### config.mk
export PLATFORM = sky130hd
export DESIGN_NAME = dumbrv_lsu
export DESIGN_NICKNAME = d
export VERILOG_FILES = /design/src/rtl/dumbrv_lsu.sv
export SDC_FILE = /design/constraint.sdc
export NUM_CORES = 1
export LEC_CHECK = 0
export ABC_AREA = 1
export BUFFER_PORTS_ARGS = -buffer_cell sky130_fd_sc_hd__buf_4
export CORE_MARGIN = 8
export CORE_UTILIZATION = 30
export DETAILED_ROUTE_END_ITERATION = 8
export MAX_ROUTING_LAYER = met4
export PLACE_DENSITY = 0.47
export SYNTH_ARGS = -nofsm -noshare
export SYNTH_HDL_FRONTEND = slang
export SYNTH_SLANG_ARGS = --single-unit
### constraint.sdc
create_clock -name clk -period 5.5 [get_ports clk]
set_clock_uncertainty 0.15 [all_clocks]
set_input_delay 0.55 -clock clk [delete_from_list [all_inputs] [get_ports clk]]
set_output_delay 0.55 -clock clk [all_outputs]
set_load 0.05 [all_outputs]
### src/rtl/dumbrv_lsu.sv
// Load/store unit behind the ALU stage: byte-serial memory transfers on a
// req/ack bus, pass-through for non-memory ops, valid/ready writeback port.
module dumbrv_lsu #(
   parameter int ADDR_W = 16
) (
   input  logic              clk,
   input  logic              rst_n,
   input  logic              in_valid_i,
   output logic              in_ready_o,
   input  logic [5:0]        op_i,
   input  logic [31:0]       val1_i,
   input  logic [31:0]       val3_i,
   output logic              mem_req_o,
   output logic              mem_we_o,
   output logic [ADDR_W-1:0] mem_addr_o,
   output logic [7:0]        mem_wdata_o,
   input  logic [7:0]        mem_rdata_i,
   input  logic              mem_ack_i,
   output logic              out_valid_o,
   input  logic              out_ready_i,
   output logic              out_wb_o,
   output logic [31:0]       result_o
);

   typedef enum logic [1:0] {
      S_IDLE,
      S_XFER,
      S_RESP
   } state_e;

   state_e            state_q, state_d;
   logic              wr_q, wr_d;
   logic              sign_q, sign_d;
   logic [1:0]        last_q, last_d;   // byte count minus one
   logic [1:0]        idx_q, idx_d;
   logic [ADDR_W-1:0] addr_q, addr_d;
   logic [31:0]       sdata_q, sdata_d;
   logic [31:0]       result_q, result_d;
   logic              wb_q, wb_d;

   logic [31:0]       merged;
   logic [31:0]       extended;
   logic              xfer;
   logic              resp;

   assign xfer = (state_q == S_XFER);
   assign resp = (state_q == S_RESP);

   // Bus and writeback outputs are gated by state so that an asynchronous
   // reset drops them in the same instant the state register clears.
   assign in_ready_o  = (state_q == S_IDLE);
   assign mem_req_o   = xfer;
   assign mem_we_o    = xfer & wr_q;
   assign mem_addr_o  = xfer ? (addr_q + ADDR_W'(idx_q)) : '0;
   assign mem_wdata_o = xfer ? sdata_q[{idx_q, 3'b000} +: 8] : 8'h00;
   assign out_valid_o = resp;
   assign out_wb_o    = resp & wb_q;
   assign result_o    = resp ? result_q : 32'h0;

   // NOTE: every variable written in an always_comb gets a default first,
   // otherwise paths that skip an assignment infer a latch.
   always_comb begin
      merged                          = result_q;
      merged[{idx_q, 3'b000} +: 8]    = mem_rdata_i;
      case (last_q)
         2'd0:    extended = {{24{sign_q & merged[7]}},  merged[7:0]};
         2'd1:    extended = {{16{sign_q & merged[15]}}, merged[15:0]};
         default: extended = merged;
      endcase
   end

   always_comb begin
      state_d  = state_q;
      wr_d     = wr_q;
      sign_d   = sign_q;
      last_d   = last_q;
      idx_d    = idx_q;
      addr_d   = addr_q;
      sdata_d  = sdata_q;
      result_d = result_q;
      wb_d     = wb_q;

      case (state_q)
         S_IDLE: begin
            if (in_valid_i) begin
               if (!op_i[5]) begin
                  result_d = val1_i;
                  wb_d     = 1'b1;
                  state_d  = S_RESP;
               end else begin
                  wr_d     = op_i[3];
                  sign_d   = op_i[2];
                  last_d   = op_i[0] ? 2'd0 : (op_i[1] ? 2'd1 : 2'd3);
                  addr_d   = val1_i[ADDR_W-1:0];
                  sdata_d  = val3_i;
                  result_d = 32'h0;
                  wb_d     = ~op_i[3];
                  idx_d    = 2'd0;
                  state_d  = S_XFER;
               end
            end
         end
         S_XFER: begin
            if (mem_ack_i) begin
               if (!wr_q) begin
                  result_d = merged;
               end
               if (idx_q == last_q) begin
                  if (!wr_q) begin
                     result_d = extended;
                  end
                  state_d = S_RESP;
               end else begin
                  idx_d = idx_q + 2'd1;
               end
            end
         end
         S_RESP: begin
            if (out_ready_i) begin
               state_d = S_IDLE;
            end
         end
         default: state_d = S_IDLE;
      endcase
   end

   // NOTE: sequential state uses non-blocking assignments so every register
   // samples the pre-edge value of its peers.
   always_ff @(posedge clk or negedge rst_n) begin
      if (!rst_n) begin
         state_q  <= S_IDLE;
         wr_q     <= 1'b0;
         sign_q   <= 1'b0;
         last_q   <= 2'd0;
         idx_q    <= 2'd0;
         addr_q   <= '0;
         sdata_q  <= 32'h0;
         result_q <= 32'h0;
         wb_q     <= 1'b0;
      end else begin
         state_q  <= state_d;
         wr_q     <= wr_d;
         sign_q   <= sign_d;
         last_q   <= last_d;
         idx_q    <= idx_d;
         addr_q   <= addr_d;
         sdata_q  <= sdata_d;
         result_q <= result_d;
         wb_q     <= wb_d;
      end
   end

endmodule

==> impl_results.md <==
* Status: completed
* Area leader, netlist: dfrtp_1
* Worst Setup SP: idx_q[1]
* Yosys reg bits at 89
* Final worst slack at 2040 ps
* Via density at 4.70
* Worst slew pin tran at 995 ps
* Syn Nets at 971
* Warnings, synthesis at 0
* Comb power frac at 0.585
* RSZ-0062 raised after global routing: no
* H-tree depth at 3
* Final ANT Viol Nets at 0
* Worst setup SP type: flop
* Seq pwr share at 0.266
* Number of synthesized flops with an enable pin at 0
* Final core occ at 0.384
* Residual DRC at 0
* Skew-Pair Late Insertion Delay at 350 ps
* Clock share of power at 0.149
* Sequential share of the synthesized area at 0.382
* # port buffers at 142
* Post-synth top cells: nand2_1 (252), nor2_1 (150), dfrtp_1 (89)
* P_leak at 3.75 nW
* Clk pin slew, worst setup/hold paths at 80 ps
* Vias in the first global route at 6091
* GP Congestion at 0.878
* CP Class: flop to flop
* Initial DRC count at 339
* Design area at 7400 sq um
* Die area at 24200 sq um
* Nets@finish at 1087
* Pwr/cell area at 639 nW/um^2
* Final wirelength at 20600 um
* WL per Instance at 16.3 um
* Register-to-Register Path Depth at 9
* Vias at 5954
* Max Fclk at 289 MHz
* I/O pins at 144
* CTS Buffer Depth at 2
* HP Class: input pin to async pin
* Max-cap violations at 0
* Layout cells sized above 1 at 0.194
* Setup TNS at 0 ps
* Reg2reg start: idx_q[1]
* Yosys cell types at 39
* Largest cells by area after synthesis: dfrtp_1 (38%), nand2_1 (16%), nor2_1 (9.6%)
* Die H at 155 um
* CTS root buffer: clkbuf_16
* Pre-CTS WS at 2040 ps
* CTS Hold Bufs at 0
* Synth Cell Area at 5840 sq um
* CP arrival at 3580 ps
* Core Region at 19300 sq um
* Max-slew violations at 0
* Worst-case vdd ir drop at 0.237 mV
* Syn-to-layout area delta at 26.7%
* Sw power at 2.51 mW
* R2r endpoint: result_q[30]
* CP Capture Type: flop
* First-pass GRT wire length at 32800 um
* Area after DPL at 7070 sq um
* CTS tree: done
* Cts bufs inserted at 9
* Post-CTS Repair Setup Buffers at 0
* Synth Instances at 880
* GRT Total Usage at 0.177
* Post-synth top area share at 0.382
* DIE WIDTH at 155 um
* Cell Rows at 51
* Final hold vios at 0
* Internal power at 2.22 mW
* First-pass iteration count of the detailed router at 5
* Count leader, synth: nand2_1
* Post-CTS sizing at 0
* Sinks on Clock Net at 89
* Asr flop ratio synth at 1.00
* Period Utilization, post-route at 0.629
* Grt total ovfl at 0
* # diodes at 0
* Post-layout min period at 3460 ps
* Detailed Place HPWL at 15300 um
* Worst EP required at 5620 ps
* Switch share at 0.531
* Antenna violations before repair at 0
* R2R Setup Slk at 2040 ps
* Slew HR at 0.332
* Synth Area per Inst at 6.63 sq um
* Initial Util at 0.303
* Crit-path max FO at 16
* Top_reg_cell synth: dfrtp_1
* Final setup viols at 0
* Largest net degree at the start of global routing at 57
[power by group through the flow]
stage / logic (mW) / clock network, mW / registers (mW)
2_1_floorplan: 2.13 / 0 / 1.15
3_3_place_gp: 2.78 / 0 / 1.26
3_5_place_dp: 2.80 / 0 / 1.26
4_1_cts: 2.80 / 0.723 / 1.25
5_1_grt: 3.10 / 0.742 / 1.30
6_report: 2.77 / 0.703 / 1.26
[worst max-delay path by stage]
stage                    to  slack [ps]  cells after the start
6_report       result_q[30]        2040                      9
5_1_grt        result_q[29]        1620                      9
4_1_cts        result_q[30]        2010                      9
3_5_place_dp   result_q[18]        2040                      9
3_3_place_gp   result_q[30]        2060                      9
2_1_floorplan  result_o[10]        2380                      5
[kinds of logic (layout without fill, tap and decap cells)]
family | after synthesis | after routing | share of synthesized area
DFF | 89 | 89 | 0.382
buffers and inverters | 124 | 245 | 0.0905
and+or+nand+nor | 488 | 488 | 0.344
adders and majority gates | 8 | 8 | 0.0184
xor gates and xnor gates | 7 | 7 | 0.0131
AOI/OAI and AO/OA | 164 | 164 | 0.152
[registers in the layout, indices dropped and copies added (netlist names), named ones only]
register / cells
wb_q: 1
idx_q: 2
sign_q: 1
sdata_q: 32
addr_q: 16
result_q: 24
state_q: 2
last_q: 2
wr_q: 1
[routing by layer]
metal,GRT usage,vias up,part of all wire
li1,-,3049,-
met1,0.231,2739,0.47
met2,0.284,150,0.48
met3,0.0227,16,0.039
met4,0.0471,0,0.011
met5,-,-,0
[layout make-up]
type	count	area, sq um
fill	2155	11900
sequential	89	2230
timing repair buffer	148	1110
clock inverter	6	90.1
tap	265	332
inverter	81	305
clock buffer	10	239
multi-input combinational	667	3090
[metrics by stage]
stage | total power, mW | instances | hold WS (ps)
after detailed placement | 4.06 | 1250 | 304
after global placement | 4.04 | 1250 | 298
after floorplan | 3.29 | 880 | 104
final | 4.72 | 1266 | 53.5
after CTS | 4.78 | 1266 | 76.1
after global routing | 5.14 | 1266 | 104
[layout by cell type (no fill, tap or decap), drive strengths merged, types with 2 or more instances in the layout]
| master | n |
|---|---|
| a21boi | 5 |
| o32ai | 3 |
| nor4 | 3 |
| nand2 | 257 |
| clkinv | 5 |
| xor2 | 3 |
| nor2 | 154 |
| o21ai | 84 |
| ha | 7 |
| nand3 | 56 |
| o22ai | 2 |
| dfrtp | 89 |
| inv | 79 |
| nor3 | 9 |
| nand4 | 7 |
| a21oi | 68 |
| bufinv | 2 |
| xnor2 | 4 |
| clkbuf | 10 |
| buf | 148 |
[critical path, stage by stage, from the launching register on]
cell	delay (ps)
dfrtp_1	770
clkinv_1	550
ha_1	410
inv_1	350
nand3_1	210
o21ai_0	270
nand2_1	120
o21ai_2	190
nand2_4	170
a21oi_1	190
No activity file was read; power rests on OpenSTA's default activity.
